### config.mk
export PLATFORM = sky130hd
export DESIGN_NAME = bigreg_loader
export DESIGN_NICKNAME = d
export VERILOG_FILES = /design/src/rtl/mem_layout_pkg.sv /design/src/rtl/bigreg_loader_fresh_clear_seq.sv /design/src/rtl/bigreg_loader.sv
export SDC_FILE = /design/constraint.sdc
export NUM_CORES = 1
export LEC_CHECK = 0
export ABC_AREA = 1
export CORE_MARGIN = 2
export CORE_UTILIZATION = 40
export CTS_BUF_LIST = sky130_fd_sc_hd__clkbuf_4 sky130_fd_sc_hd__clkbuf_8
export CTS_CLUSTER_DIAMETER = 60
export DETAILED_ROUTE_END_ITERATION = 10
export GPL_ROUTABILITY_DRIVEN = 0
export PLACE_DENSITY = 0.69
export SLEW_MARGIN = 20
export SYNTH_ARGS = -nofsm -noshare
export SYNTH_HDL_FRONTEND = slang
export SYNTH_SLANG_ARGS = --single-unit
### constraint.sdc
create_clock -name clk -period 2.4 [get_ports clk]
set_clock_uncertainty 0.2 [all_clocks]
set_input_delay 0.48 -clock clk [delete_from_list [all_inputs] [get_ports clk]]
set_output_delay 0.48 -clock clk [all_outputs]
set_load 0.005 [all_outputs]
### src/rtl/mem_layout_pkg.sv
// mem_layout_pkg: memory-map layout constants and shared types for the bigreg loaders
package mem_layout_pkg;
  localparam int MEM_SIZE         = 256;
  localparam int WD_DATA_WIDTH    = 16;
  localparam int PS_SEED_BASE_ID  = 1;
  localparam int PS_SEED_SAMPLES  = 16;
  localparam int CHAN_MUX_BASE_ID = 18;
  localparam int CHAN_MUX_SAMPLES = 4;
  localparam int SDC_BASE_ID      = 23;
  localparam int SDC_SAMPLES      = 8;
  typedef enum logic [1:0] {COLLECT, PRESENT, CLEAR} bigreg_state_t;
endpackage

### src/rtl/bigreg_loader_fresh_clear_seq.sv
// fresh_clear_seq: walks clr_id from BASE_ID to BASE_ID+WORDS, one address per clr_ack
module fresh_clear_seq #(
  parameter int BASE_ID = 1,
  parameter int WORDS   = 16,
  parameter int ID_W    = 8
) (
  input  logic            clk,
  input  logic            rst_n,
  input  logic            i_start,
  input  logic            i_clr_ack,
  output logic            o_clr_req,
  output logic [ID_W-1:0] o_clr_id,
  output logic            o_done
);
  logic            r_active;
  logic [ID_W-1:0] r_p;
  logic [ID_W-1:0] r_clr_id;
  logic            w_last;
  assign w_last    = r_p == ID_W'(WORDS);
  assign o_done    = r_active && i_clr_ack && w_last;
  assign o_clr_req = r_active;
  assign o_clr_id  = r_clr_id;
  // pointer advances on each ack; the ack of the VALID address ends the walk
  always_ff @(posedge clk or negedge rst_n) begin
    if (!rst_n) begin
      r_active <= 1'b0;
      r_p      <= '0;
      r_clr_id <= '0;
    end else if (i_start) begin
      r_active <= 1'b1;
      r_p      <= '0;
      r_clr_id <= ID_W'(BASE_ID);
    end else if (r_active && i_clr_ack) begin
      r_active <= !w_last;
      r_p      <= w_last ? r_p : r_p + 1'b1;
      r_clr_id <= w_last ? r_clr_id : r_clr_id + 1'b1;
    end
  end
endmodule

### src/rtl/bigreg_loader.sv
// bigreg_loader: shadows a PS_BIGREG window and presents it as one wide word (stale check: BIGREG_STALE_CHECK_EN)
module bigreg_loader
  import mem_layout_pkg::*;
#(
  parameter int BASE_ID = PS_SEED_BASE_ID,
  parameter int WORDS   = PS_SEED_SAMPLES,
  parameter int WORD_W  = WD_DATA_WIDTH,
  parameter int ID_W    = $clog2(MEM_SIZE)
) (
  input  logic                    clk,
  input  logic                    rst_n,
  input  logic                    ps_wr_en,
  input  logic [ID_W-1:0]         ps_wr_id,
  input  logic [WORD_W-1:0]       ps_wr_data,
  output logic                    big_valid,
  output logic [WORDS*WORD_W-1:0] big_data,
  input  logic                    rtl_rdy,
  output logic                    clr_req,
  output logic [ID_W-1:0]         clr_id,
  input  logic                    clr_ack,
  output logic                    seq_err,
  output logic                    busy
);
  localparam int VALID_ID = BASE_ID + WORDS;
`ifdef BIGREG_STALE_CHECK_EN
  localparam bit STALE_CHK = 1'b1;
`else
  localparam bit STALE_CHK = 1'b0;
`endif
  bigreg_state_t                  r_state, w_next;
  logic [WORDS-1:0][WORD_W-1:0]   r_shadow;
  logic [WORDS-1:0]               r_fresh;
  logic [WORDS*WORD_W-1:0]        r_big_data;
  logic                           r_big_valid;
  logic                           r_seq_err;
  logic [ID_W-1:0]                w_off;
  logic                           w_in_win, w_data_wr, w_valid_wr, w_collect;
  logic                           w_ready, w_present, w_err, w_start, w_done;
  assign w_off      = ps_wr_id - ID_W'(BASE_ID);
  assign w_in_win   = ps_wr_en && ps_wr_id >= ID_W'(BASE_ID) && ps_wr_id <= ID_W'(VALID_ID);
  assign w_data_wr  = w_in_win && w_off < ID_W'(WORDS);
  assign w_valid_wr = w_in_win && ps_wr_id == ID_W'(VALID_ID);
  assign w_collect  = r_state == COLLECT;
  assign w_ready    = !STALE_CHK || &r_fresh;
  assign w_present  = w_collect && w_valid_wr && w_ready;
  assign w_err      = w_in_win && (!w_collect || (w_valid_wr && !w_ready));
  assign big_valid  = r_big_valid;
  assign big_data   = r_big_data;
  assign seq_err    = r_seq_err;
  // state register
  always_ff @(posedge clk or negedge rst_n) begin
    if (!rst_n) r_state <= COLLECT;
    else        r_state <= w_next;
  end
  // next state: present on a valid VALID write, clear after accept, collect after the last ack
  always_comb begin
    w_next = w_present ? PRESENT :
             w_start ? CLEAR :
             (r_state == CLEAR && w_done) ? COLLECT : r_state;
  end
  // state-decoded outputs
  always_comb begin
    busy    = !w_collect;
    w_start = r_state == PRESENT && rtl_rdy;
  end
  // shadow words and fresh bits, written only while collecting
  always_ff @(posedge clk or negedge rst_n) begin
    if (!rst_n) begin
      r_shadow <= '0;
      r_fresh  <= '0;
    end else if (w_collect && w_data_wr) begin
      for (int k = 0; k < WORDS; k++)
        if (w_off == ID_W'(k)) begin
          r_shadow[k] <= ps_wr_data;
          r_fresh[k]  <= 1'b1;
        end
    end else if (r_state == CLEAR && w_done) begin
      r_fresh <= '0;
    end
  end
  // captured value, valid flag and registered error pulse
  always_ff @(posedge clk or negedge rst_n) begin
    if (!rst_n) begin
      r_big_valid <= 1'b0;
      r_big_data  <= '0;
      r_seq_err   <= 1'b0;
    end else begin
      r_seq_err <= w_err;
      if (w_present) begin
        r_big_valid <= 1'b1;
        r_big_data  <= r_shadow;
      end else if (w_start) begin
        r_big_valid <= 1'b0;
      end
    end
  end
  fresh_clear_seq #(
    .BASE_ID (BASE_ID),
    .WORDS   (WORDS),
    .ID_W    (ID_W)
  ) u_seq (
    .clk       (clk),
    .rst_n     (rst_n),
    .i_start   (w_start),
    .i_clr_ack (clr_ack),
    .o_clr_req (clr_req),
    .o_clr_id  (clr_id),
    .o_done    (w_done)
  );
endmodule

# Word level (Yosys, flattened, before mapping)
# Cells that the tools add are included.
# classes
magnitude_cmp	3
n_mux	13
eq_ne	20
reduce_logical	35
addsub	3
# op_table
op	count
$eq A8 B4 Y1 const B	8
$mux W8	6
$reduce_and A2 Y1	17
$eq A8 B3 Y1 const B	4
$add A8 B1 Y8 const B	2
$eq A8 B2 Y1 const B	2
$eq A8 B5 Y1 const B	2
$logic_and A1 B1 Y1	11
$eq A8 B1 Y1 const B	1
$ge A8 B1 Y1 const B	1
$le A8 B5 Y1 const B	1
$logic_not A8 Y1	1
$lt A8 B5 Y1 const B	1
$sub A8 B1 Y8 const B	1
$mux W2	3
$mux W1	4
$reduce_bool A2 Y1	2
$reduce_bool A3 Y1	1
$eq A2 B1 Y1 const B	1
$eq A2 B2 Y1 const B	1
$logic_not A1 Y1	2
$logic_not A2 Y1	1
$ne A2 B2 Y1 const B	1
# word_totals
in_bits	29
word_cells	97
out_inout_bits	268
regBits	533

# Depth between registers and ports, before layout
# Gate-level depths: netlist of the first run.
# logic_depth
ltp_word	6
depth_mapped	11
ltp_nobuf	9

# Cells and area by module
# Synthesis of the first run repeated with hierarchy kept, for this count alone.
# unflattened
hier_cells	2478
area_unflattened_um2	22051.1
# by_module_without_submodules
module	area_each_um2	instances	cells_per_inst	seq_area_each_um2
bigreg_loader	20975.1	1	2327	12912.4
fresh_clear_seq	1076.0	1	151	425.4

# Worst setup path after synthesis of the first run
# OpenSTA, ideal clock, no wires.
# synth_path
kind	input -> register
startpoint	input port ps_wr_id[3]
endpoint	register r_shadow[112] (netlist bit)
required_time_ns	2.083
arrival_time_ns	1.671
setup_slack_ns	0.412
setup_ns	0.117
path_buffers	3
path_stages	11
cell_sequence	buf_4 nor2_4 nand2_2 nand2_1 nand2_1 nor2_4 buf_6 nand3_2 buf_2 nand2_1 nand2_1
# synth_between
elab_chain_cells	6
elab_cells_between_ends	10
classes_between	add/sub (1); order compare (3); eq/ne (1); reduce/logical (5)
# synth_lines
element	line_no	source
start: declaration	bigreg_loader.sv:13	input logic [ID_W-1:0] ps_wr_id,
parallel branches: the longest is 5 deep, another holds $sub A8 B1 Y8	-	
$reduce_and A2 Y1 (no source line) *	-	
end signal: indexed assignment	bigreg_loader.sv:74	r_shadow[k] <= ps_wr_data;
end: declaration	bigreg_loader.sv:31	logic [WORDS-1:0][WORD_W-1:0] r_shadow;
# Mark *: on every way between the ends.
# A chain may end at the register's enable or synchronous reset.

# Final worst setup path of the first run
# layout_path
startpoint	register u_seq.r_clr_id[2], in the netlist u_seq.o_clr_id[2]
endpoint	output port clr_id[2]
# layout_rtl
element	line_no	source
start: declaration	bigreg_loader_fresh_clear_seq.sv:17	logic [ID_W-1:0] r_clr_id;
start signal: assignment	bigreg_loader_fresh_clear_seq.sv:32	r_clr_id <= ID_W'(BASE_ID);
start signal: assignment	bigreg_loader_fresh_clear_seq.sv:36	r_clr_id <= w_last ? r_clr_id : r_clr_id + 1'b1;
end: declaration	bigreg_loader.sv:19	output logic [ID_W-1:0] clr_id,
# No word-level cell between the ends.

==> reports/metrics.yaml, run 1 <==
ys_ff_latch: 533
rows: 86
final_cell_mix: "nand2_1, dfrtp_1, clkdlybuf4s50_1, inv_1, nand4_1"
critPathRequiredTime_ns: 1.72
worst-path-max-fanout: 6
final_hold_viol_count: 0
synth.distinct_cells: 28
viasPerCell: 5.01
drt-total-wl_um: 63400
via_count: 18200
drc_errors: 0
track_usage_pct: 22.3
crit_buf_inv: 1
core_area_um2: 55000
final_nets: 2854
placed_area_um2: 26700
syn_area_um2: 22200
synth_fp_nets: 2489
die_h_um: 240
grt_pass1_vias: 18200
path_cells: "clkdlybuf4s50_1"
dp.final_hpwl_um: 42400
synth.top_cell.area_share_pct: 60.1
path_clk_slew_ns: 0.05
slowest_delay_ns: 0.54
p_per_area_nw_per_um2: 634
rsz0062_at_grt: "false"
period_needed_ns: 2.31
cts.sinks: 533
syn2layout_area_growth_pct: 29.0
start_kind: "flop"
slew_viol_final: 0
wl_per_cell_um: 17.4
die-width_um: 240
filler_cell_count: 4883
cts_root_buffer: "clkbuf_8"
drtPass1Iterations: 6
die_area_um2: 57400
end_kind: "output port"
min_path_type: "in2async"
post-synth-top-area-cell: "dfrtp_1"
cp.arrival_ns: 1.63
initial_core_util_pct: 40.4
clock_latency_ns: 0.66
yosys-top-cells-area: "dfrtp_1, nand2_1, nand4_1"
path_delay_family: "buffers and inverters"
post-route-cell-area_um2: 28600
post-route-util_pct: 52.1
gr-total-overflow: 0
irDropWorstVdd_mv: 0.378
cap_violations: 0
period_share_pct: 96.2
avgSynthCellArea_um2: 9.03
ys_seq_area_share_pct: 60.1
drt_iter0_markers: 1527
setup_viol: 0
drive_above_1_share_pct: 12.3
power.leakage_nw: 13.4
grt_pass1_wl_um: 99700
synth_cells: 2457
cts_made_buffers: 88
cp_slowest_cell: "clkdlybuf4s50_1"
ant_nets: 0
path_class: "reg2out"
pin_count: 297
htreeDepth: 3
worst_pin_slew_ns: 0.738
tritoncts: "done"
fmax_mhz: 433
grt_max_degree: 74
layout_commonest_cell: "nand2_1"
status: "complete, no violations"
max_slew_margin_pct: 50.8
port_buffers: 296
yosys_warnings: 0
clockBufferDepth: 3
holdWs_ns: 0.115
antenna_found_initial: 5
==> synth_stat cells <==
cell type / count
nand4_1: 269
buf_12: 1
xnor2_1: 1
dfrtp_1: 533
nand3_2: 17
o21bai_1: 1
clkinv_1: 11
nand2_1: 823
nor2_1: 20
buf_6: 17
buf_4: 27
xor2_1: 5
ha_1: 3
buf_2: 83
clkbuf_1: 59
inv_2: 2
o21ai_1: 210
a21o_1: 1
nor2_2: 1
nor3_2: 2
nor2_4: 3
nand3_1: 19
nor4_4: 1
nor3_1: 2
nand2_2: 1
inv_1: 281
buf_8: 1
o21ai_0: 63
==> repair_timing <==
item	4_1_cts	5_1_grt
gates resized for setup	4	2
hold buffers	1	0
hold endpoints to repair	278	0
cloned	0	0
endpoints found under the setup margin	1	2
setup buffers	1	0
==> cell families after synthesis <==
kind of cell	count (synthesis)	share of synthesized area (%)
buffers and inverters	482	9.78
flip-flops	533	60.1
adder cells (fa/ha/maj)	3	0.169
XOR/XNOR	6	0.237
AND/OR/NAND/NOR	1158	23.5
AO/OA/AOI/OAI	275	6.23
==> routing by layer <==
metal  track usage, %  share of wire, %
met4             9.60               3.2
met5                0             0.082
met3             5.64               7.2
met2             35.6                47
met1             28.8                42
==> flip-flops by register name, summed over array words and instances, names as in the netlist <==
| signal | cells |
|---|---|
| u_seq.r_p | 8 |
| big_data | 256 |
| r_shadow | 256 |
| r_state | 2 |
| u_seq.o_clr_id | 8 |
| seq_err | 1 |
| u_seq.o_clr_req | 1 |
| big_valid | 1 |
==> layout make-up <==
type / instances / area (µm²) / share of cell area (%)
Sequential cell: 533 / 13300 / 46.6
Multi-Input combinational cell: 1442 / 6690 / 23.4
Timing Repair Buffer: 463 / 4650 / 16.3
Tap cell: 748 / 936 / 3.27
Antenna cell: 1 / 2.50 / 0.00874
Clock inverter: 13 / 151 / 0.529
Inverter: 294 / 1100 / 3.86
Clock buffer: 141 / 1750 / 6.10
==> worst paths after layout <==
check	from	to	slack [ns]	depth (start not counted)
max in group asynchronous	rst_n	big_data[151]	1.06	4
max	u_seq.o_clr_id[2]	clr_id[2]	0.09	1
min	rst_n	u_seq.o_clr_id[1]	0.12	2
min in group clk	ps_wr_data[13]	r_shadow[77]	0.23	3
max reg2reg	r_state[0]	r_shadow[76]	0.38	8
min reg2reg	r_shadow[126]	r_shadow[126]	0.27	2
==> stage by stage <==
step | total power [W] | instances | setup WS [ns] | setup TNS [ns]
after floorplan | 0.00933 | 2457 | 0.412 | 0
after global placement | 0.00976 | 3478 | -0.220 | -63.26
after detailed placement | 0.00977 | 3478 | -0.277 | -76.81
after CTS | 0.0183 | 3634 | 0.00989 | 0
after global routing | 0.0188 | 3635 | 0.00577 | 0
final | 0.0181 | 3635 | 0.0924 | 0
==> report_power, final <==
part | internal [W] | switching [W] | total [W]
logic | 0.000149 | 0.000472 | 0.000621
clock network | 0.00491 | 0.00361 | 0.00852
registers | 0.00899 | 0.000000582 | 0.00899
Power figures use the tool's default switching activity.
==> run 2: changes to the inputs <==
--- a/config.mk
+++ b/config.mk
@@ -7,12 +7,12 @@
 export LEC_CHECK = 0
 export ABC_AREA = 1
 export CORE_MARGIN = 2
-export CORE_UTILIZATION = 40
+export CORE_UTILIZATION = 35
 export CTS_BUF_LIST = sky130_fd_sc_hd__clkbuf_4 sky130_fd_sc_hd__clkbuf_8
 export CTS_CLUSTER_DIAMETER = 60
 export DETAILED_ROUTE_END_ITERATION = 10
 export GPL_ROUTABILITY_DRIVEN = 0
-export PLACE_DENSITY = 0.69
+export PLACE_DENSITY = 0.63
 export SLEW_MARGIN = 20
 export SYNTH_ARGS = -nofsm -noshare
 export SYNTH_HDL_FRONTEND = slang
==> run 2 against run 1 <==
Combinational power about the same. Worst setup slack got worse by 0.029 ns. Cell area increased by 0.90%. Core utilization down 6.1 points. Wire length up 3.9%. Count of clock-buffer cells in the layout grew 6. Clock power increased by 4.0%. Sequential share of layout area is 0.40 points lower. Global-route usage decreased by 2.1 points. Critical endpoint is now seq_err. Largest power group unchanged.
==> reports/metrics.yaml, run 2 (synthesized netlist as in run 1, its figures left out) <==
htreeDepth: 3  # unchanged
crit_cells: 1  # unchanged
die_h_um: 256  # +6.8%
ant_nets: 0  # unchanged
rr_worst_depth: 9  # +1
die_area_um2: 65400  # +14%
cts_made_buffers: 91  # +3.4%
crit_buf_inv: 1  # unchanged
final_hold_viol_count: 0  # unchanged
p_clk_share_pct: 48.0  # +1.0 points
cap_violations: 0  # unchanged
die-width_um: 256  # +6.8%
start_kind: "flop"
port_buffers: 296  # unchanged
slew_viol_final: 0  # unchanged
cp_slowest_cell: "clkdlybuf4s50_1"
drt_iter0_markers: 1420  # -7.0%
seq_power_share_pct: 48.7  # -0.9 points
end_kind: "output port"
holdWs_ns: 0.164  # +0.0484 ns
p_sw_share_pct: 23.0  # +0.53 points
worst-path-max-fanout: 1  # -5
slowest_delay_ns: 0.64  # +0.10 ns
grt_max_degree: 63  # -15%
power.switching_w: 0.00426  # +4.3%
fmax_mhz: 428  # -1.2%
layout_commonest_cell: "nand2_1"
busiest_layer: "met2"
r2r_slack_ns: 0.25  # -0.13 ns
grt_use_met2_pct: 33.5  # -2.1 points
period_share_pct: 97.4  # +1.2 points
worstReg2RegEnd: "r_shadow[226]"
drt-total-wl_um: 65800  # +3.9%
path_clk_slew_ns: 0.06  # about the same
viasPerCell: 4.89  # -2.4%
grt_util_met1_pct: 26.4  # -2.4 points
min_path_type: "in2async"
power_w: 0.0185  # +1.9%
worst_pin_slew_ns: 0.823  # +0.0849 ns
rows: 92  # +7.0%
via_count: 18300  # +0.14%
path_delay_family: "buffers and inverters"
met3_usage_pct: 4.01  # -1.6 points
final_cell_mix: "nand2_1, dfrtp_1, clkdlybuf4s50_1, inv_1, nand4_1"
path_cells: "clkdlybuf4s50_1"
drc_errors: 0  # unchanged
clock_latency_ns: 0.69  # +0.03 ns
pin_count: 297  # unchanged
p_per_area_nw_per_um2: 640  # +0.95%
power.leakage_nw: 13.5  # +0.14%
wl_per_cell_um: 17.6  # +1.3%
rsz0062_at_grt: "false"
grt_pass1_vias: 18300  # +0.46%
critPathRequiredTime_ns: 1.72  # about the same
crit_start: "seq_err"
track_usage_pct: 20.2  # -2.1 points
antenna_found_initial: 3  # -2
post-route-cell-area_um2: 28900  # +0.90%
cts_root_buffer: "clkbuf_8"
syn2layout_area_growth_pct: 30.2
drive_above_1_share_pct: 12.2  # -0.048 points
path_class: "reg2out"
gr-total-overflow: 0  # unchanged
p_int_w: 0.0142  # +1.2%
dp.final_hpwl_um: 43600  # +2.8%
core_area_um2: 62900  # +14%
clockBufferDepth: 3  # unchanged
initial_core_util_pct: 35.3  # -5.0 points
cts.sinks: 533  # unchanged
cp.arrival_ns: 1.66  # +0.03 ns
irDropWorstVdd_mv: 0.342  # -9.4%
tritoncts: "done"
combPwrFrac_pct: 3.3  # about the same
period_needed_ns: 2.34  # +0.0290 ns
final_nets: 2843  # -0.39%
rr_startpoint: "r_state[0]"
setup_viol: 0  # unchanged
drtPass1Iterations: 7  # +1
status: "complete, no violations"
max_slew_margin_pct: 45.1  # -5.7 points
grt_pass1_wl_um: 104000  # +4.5%
placed_area_um2: 26800  # +0.44%
==> run 2: changes by cell type in the layout (fill, tap and decap cells not counted), sizes merged <==
cell           change
buf               -17
clkbuf             +7
clkinvlp           +6
diode              +2
bufinv             -1
clkdlybuf4s50      +1
clkinv             -1
dlygate4sd2        +1
inv                -1
==> run 2: worst max-delay path by stage <==
stage,endpoint,slack [ns]
global route,big_data[9],0.003
floorplan,r_shadow[112],0.41
finish,seq_err,0.06
detailed placement,big_data[25],-0.23
global placement,big_data[30],-0.20
CTS,busy,-0.02
==> run 2: area by class of cell <==
| type | count | area, µm² |
|---|---|---|
| Antenna cell | 3 | 7.51 |
| Clock buffer | 147 | 1850 |
| Clock inverter | 16 | 156 |
| Fill cell | 5965 | 34000 |
| Inverter | 294 | 1110 |
| Multi-Input combinational cell | 1442 | 6690 |
| Sequential cell | 533 | 13300 |
| Tap cell | 846 | 1060 |
| Timing Repair Buffer | 449 | 4670 |
==> run 2: what timing repair did <==
| action | 4_1_cts | 5_1_grt |
|---|---|---|
| setup endpoints to repair | 6 | 4 |
| hold endpoints to repair | 364 | 0 |
| gates resized for setup | 7 | 4 |
| hold buffers | 1 | 0 |
| pin swaps | 0 | 0 |
| setup buffers | 4 | 0 |
==> run 2: power groups by stage <==
stage               registers (W)  clock network (W)  logic [W]
global placement          0.00915                  0   0.000610
CTS                       0.00899            0.00905   0.000626
floorplan                 0.00915                  0   0.000176
detailed placement        0.00915                  0   0.000623
finish                    0.00899            0.00886   0.000618
global route              0.00898            0.00949   0.000667
==> run 2: routing by layer <==
metal / part of all wire (%) / vias to the layer above
met5: 0 / -
met4: 2.1 / 0
met3: 6.7 / 82
met2: 49 / 577
met1: 42 / 8978
li1: - / 8616
==> run 2: through the flow <==
stage	util (%)	setup slack, ns	TNS, ns	cells
floorplan	-	0.412	0	2457
global placement	42.7	-0.205	-66.84	3559
detailed placement	42.7	-0.227	-75.12	3559
CTS	45.9	-0.0247	-0.0247	3727
global route	46.0	0.00347	0	3729
finish	46.0	0.0634	0	3730
==> run 3: changes to the inputs <==
--- a/config.mk
+++ b/config.mk
@@ -6,6 +6,7 @@
 export NUM_CORES = 1
 export LEC_CHECK = 0
 export ABC_AREA = 1
+export ABC_CLOCK_PERIOD_IN_PS = 2400
 export CORE_MARGIN = 2
 export CORE_UTILIZATION = 35
 export CTS_BUF_LIST = sky130_fd_sc_hd__clkbuf_4 sky130_fd_sc_hd__clkbuf_8
@@ -13,6 +14,7 @@
 export DETAILED_ROUTE_END_ITERATION = 10
 export GPL_ROUTABILITY_DRIVEN = 0
 export PLACE_DENSITY = 0.63
+export SKIP_CTS_REPAIR_TIMING = 1
 export SLEW_MARGIN = 20
 export SYNTH_ARGS = -nofsm -noshare
 export SYNTH_HDL_FRONTEND = slang
==> run 3 against run 2 <==
Final cell count about the same. Hold slack worse by 0.0028 ns. Total power barely moved. Combinational power about the same. Wire length hardly changed. Cell area is essentially flat. Sequential share of layout area about the same. Die area did not move. Critical path depth is the same. Count of clock-buffer cells in the layout is the same. Maximum frequency up 0.19%.
==> reports/metrics.yaml, run 3 (synthesized netlist as in run 1, its figures left out) <==
period_needed_ns: 2.33  # -0.00439 ns
cts_made_buffers: 91  # unchanged
layout_commonest_cell: "nand2_1"
initial_core_util_pct: 35.3  # unchanged
fmax_mhz: 429  # +0.19%
max_slew_margin_pct: 45.2  # about the same
path_cells: "clkdlybuf4s50_1"
cts_root_buffer: "clkbuf_8"
crit_cells: 1  # unchanged
worst_pin_slew_ns: 0.823  # -0.0000950 ns
ant_nets: 0  # unchanged
top_layer_used: "met4"
final_nets: 2840  # -0.11%
drive_above_1_share_pct: 12.2  # -0.057 points
power.leakage_nw: 13.4  # about the same
pin_count: 297  # unchanged
grt_pass1_vias: 18300  # -0.30%
final_cell_mix: "nand2_1, dfrtp_1, clkdlybuf4s50_1, inv_1, nand4_1"
p_per_area_nw_per_um2: 640  # about the same
cp.arrival_ns: 1.65  # about the same
htreeDepth: 3  # unchanged
drt-total-wl_um: 65800  # about the same
end_kind: "output port"
port_buffers: 296  # unchanged
syn2layout_area_growth_pct: 30.1  # about the same
grt_max_degree: 63  # unchanged
wl_met3_um: 4220  # -4.7%
clockBufferDepth: 3  # unchanged
setup_tns_ns: 0  # unchanged
setup_viol: 0  # unchanged
dp.final_hpwl_um: 43600  # unchanged
die-width_um: 256  # unchanged
worst-path-max-fanout: 1  # unchanged
viasPerCell: 4.90  # +0.22%
rsz0062_at_grt: "false"
critPathRequiredTime_ns: 1.72  # about the same
seqCellArea_um2: 13300  # about the same
rr_worst_depth: 9  # unchanged
via_count: 18300  # +0.14%
final_hold_viol_count: 0  # unchanged
rr_startpoint: "r_state[0]"
filler_cell_count: 5963  # -0.034%
antenna_found_initial: 3  # unchanged
start_kind: "flop"
post-route-cell-area_um2: 28900  # about the same
crit_buf_inv: 1  # unchanged
die_area_um2: 65400  # unchanged
cap_violations: 0  # unchanged
period_share_pct: 97.2  # -0.18 points
track_usage_pct: 20.1  # -0.042 points
status: "complete, no violations"
met1_length_um: 28100  # +0.79%
slew_viol_final: 0  # unchanged
drc_errors: 0  # unchanged
holdWs_ns: 0.161  # -0.00284 ns
multiInputGateArea_um2: 6690  # unchanged
wl_per_cell_um: 17.7  # about the same
core_area_um2: 62900  # unchanged
slowest_delay_ns: 0.64  # about the same
gr-total-overflow: 0  # unchanged
drt_iter0_markers: 1455  # +2.5%
placed_area_um2: 26800  # unchanged
path_clk_slew_ns: 0.06  # about the same
grt_pass1_wl_um: 104000  # -0.22%
crit_start: "seq_err"
wl_met2_um: 32000  # -0.29%
clock_latency_ns: 0.69  # about the same
path_class: "reg2out"
path_delay_family: "buffers and inverters"
cts.sinks: 533  # unchanged
cp_slowest_cell: "clkdlybuf4s50_1"
irDropWorstVdd_mv: 0.336  # -1.7%
drtPass1Iterations: 5  # -2
tritoncts: "done"
die_h_um: 256  # unchanged
min_path_type: "in2async"
rows: 92  # unchanged
[run 3: cell type report]
type,count,area share [%]
timing repair buffer,446,16.1
clock buffer,147,6.40
multi-input combinational,1442,23.2
sequential,533,46.2
clock inverter,16,0.542
tap,846,3.67
antenna,3,0.0260
inverter,294,3.84
[run 3: where the power goes]
group	leakage, nW	internal, W	switching [W]
clock	1.04	0.00509	0.00377
sequential	7.43	0.00899	0.000000560
combinational	4.98	0.000141	0.000477
[run 3: per-stage QoR]
stage	util (%)	power [W]	std cells	setup slack [ns]
after floorplan	-	0.00933	2457	0.412
after global placement	42.7	0.00976	3559	-0.205
after detailed placement	42.7	0.00977	3559	-0.227
after CTS	45.9	0.0187	3722	-0.440
after global routing	45.9	0.0191	3726	0.00242
final	45.9	0.0185	3727	0.0678
[run 3: layer usage]
layer	GRT usage, %	vias up
li1	-	8607
met1	26.5	9004
met2	33.4	578
met3	3.91	90
met4	6.74	0
met5	0	-
[run 3: worst paths after layout]
kind | end | slack (ns)
min | r_shadow[5] | 0.16
min in group clk | r_shadow[121] | 0.23
max in group asynchronous | big_data[231] | 1.05
max reg2reg | r_shadow[219] | 0.17
min reg2reg | r_shadow[107] | 0.27
max | seq_err | 0.07
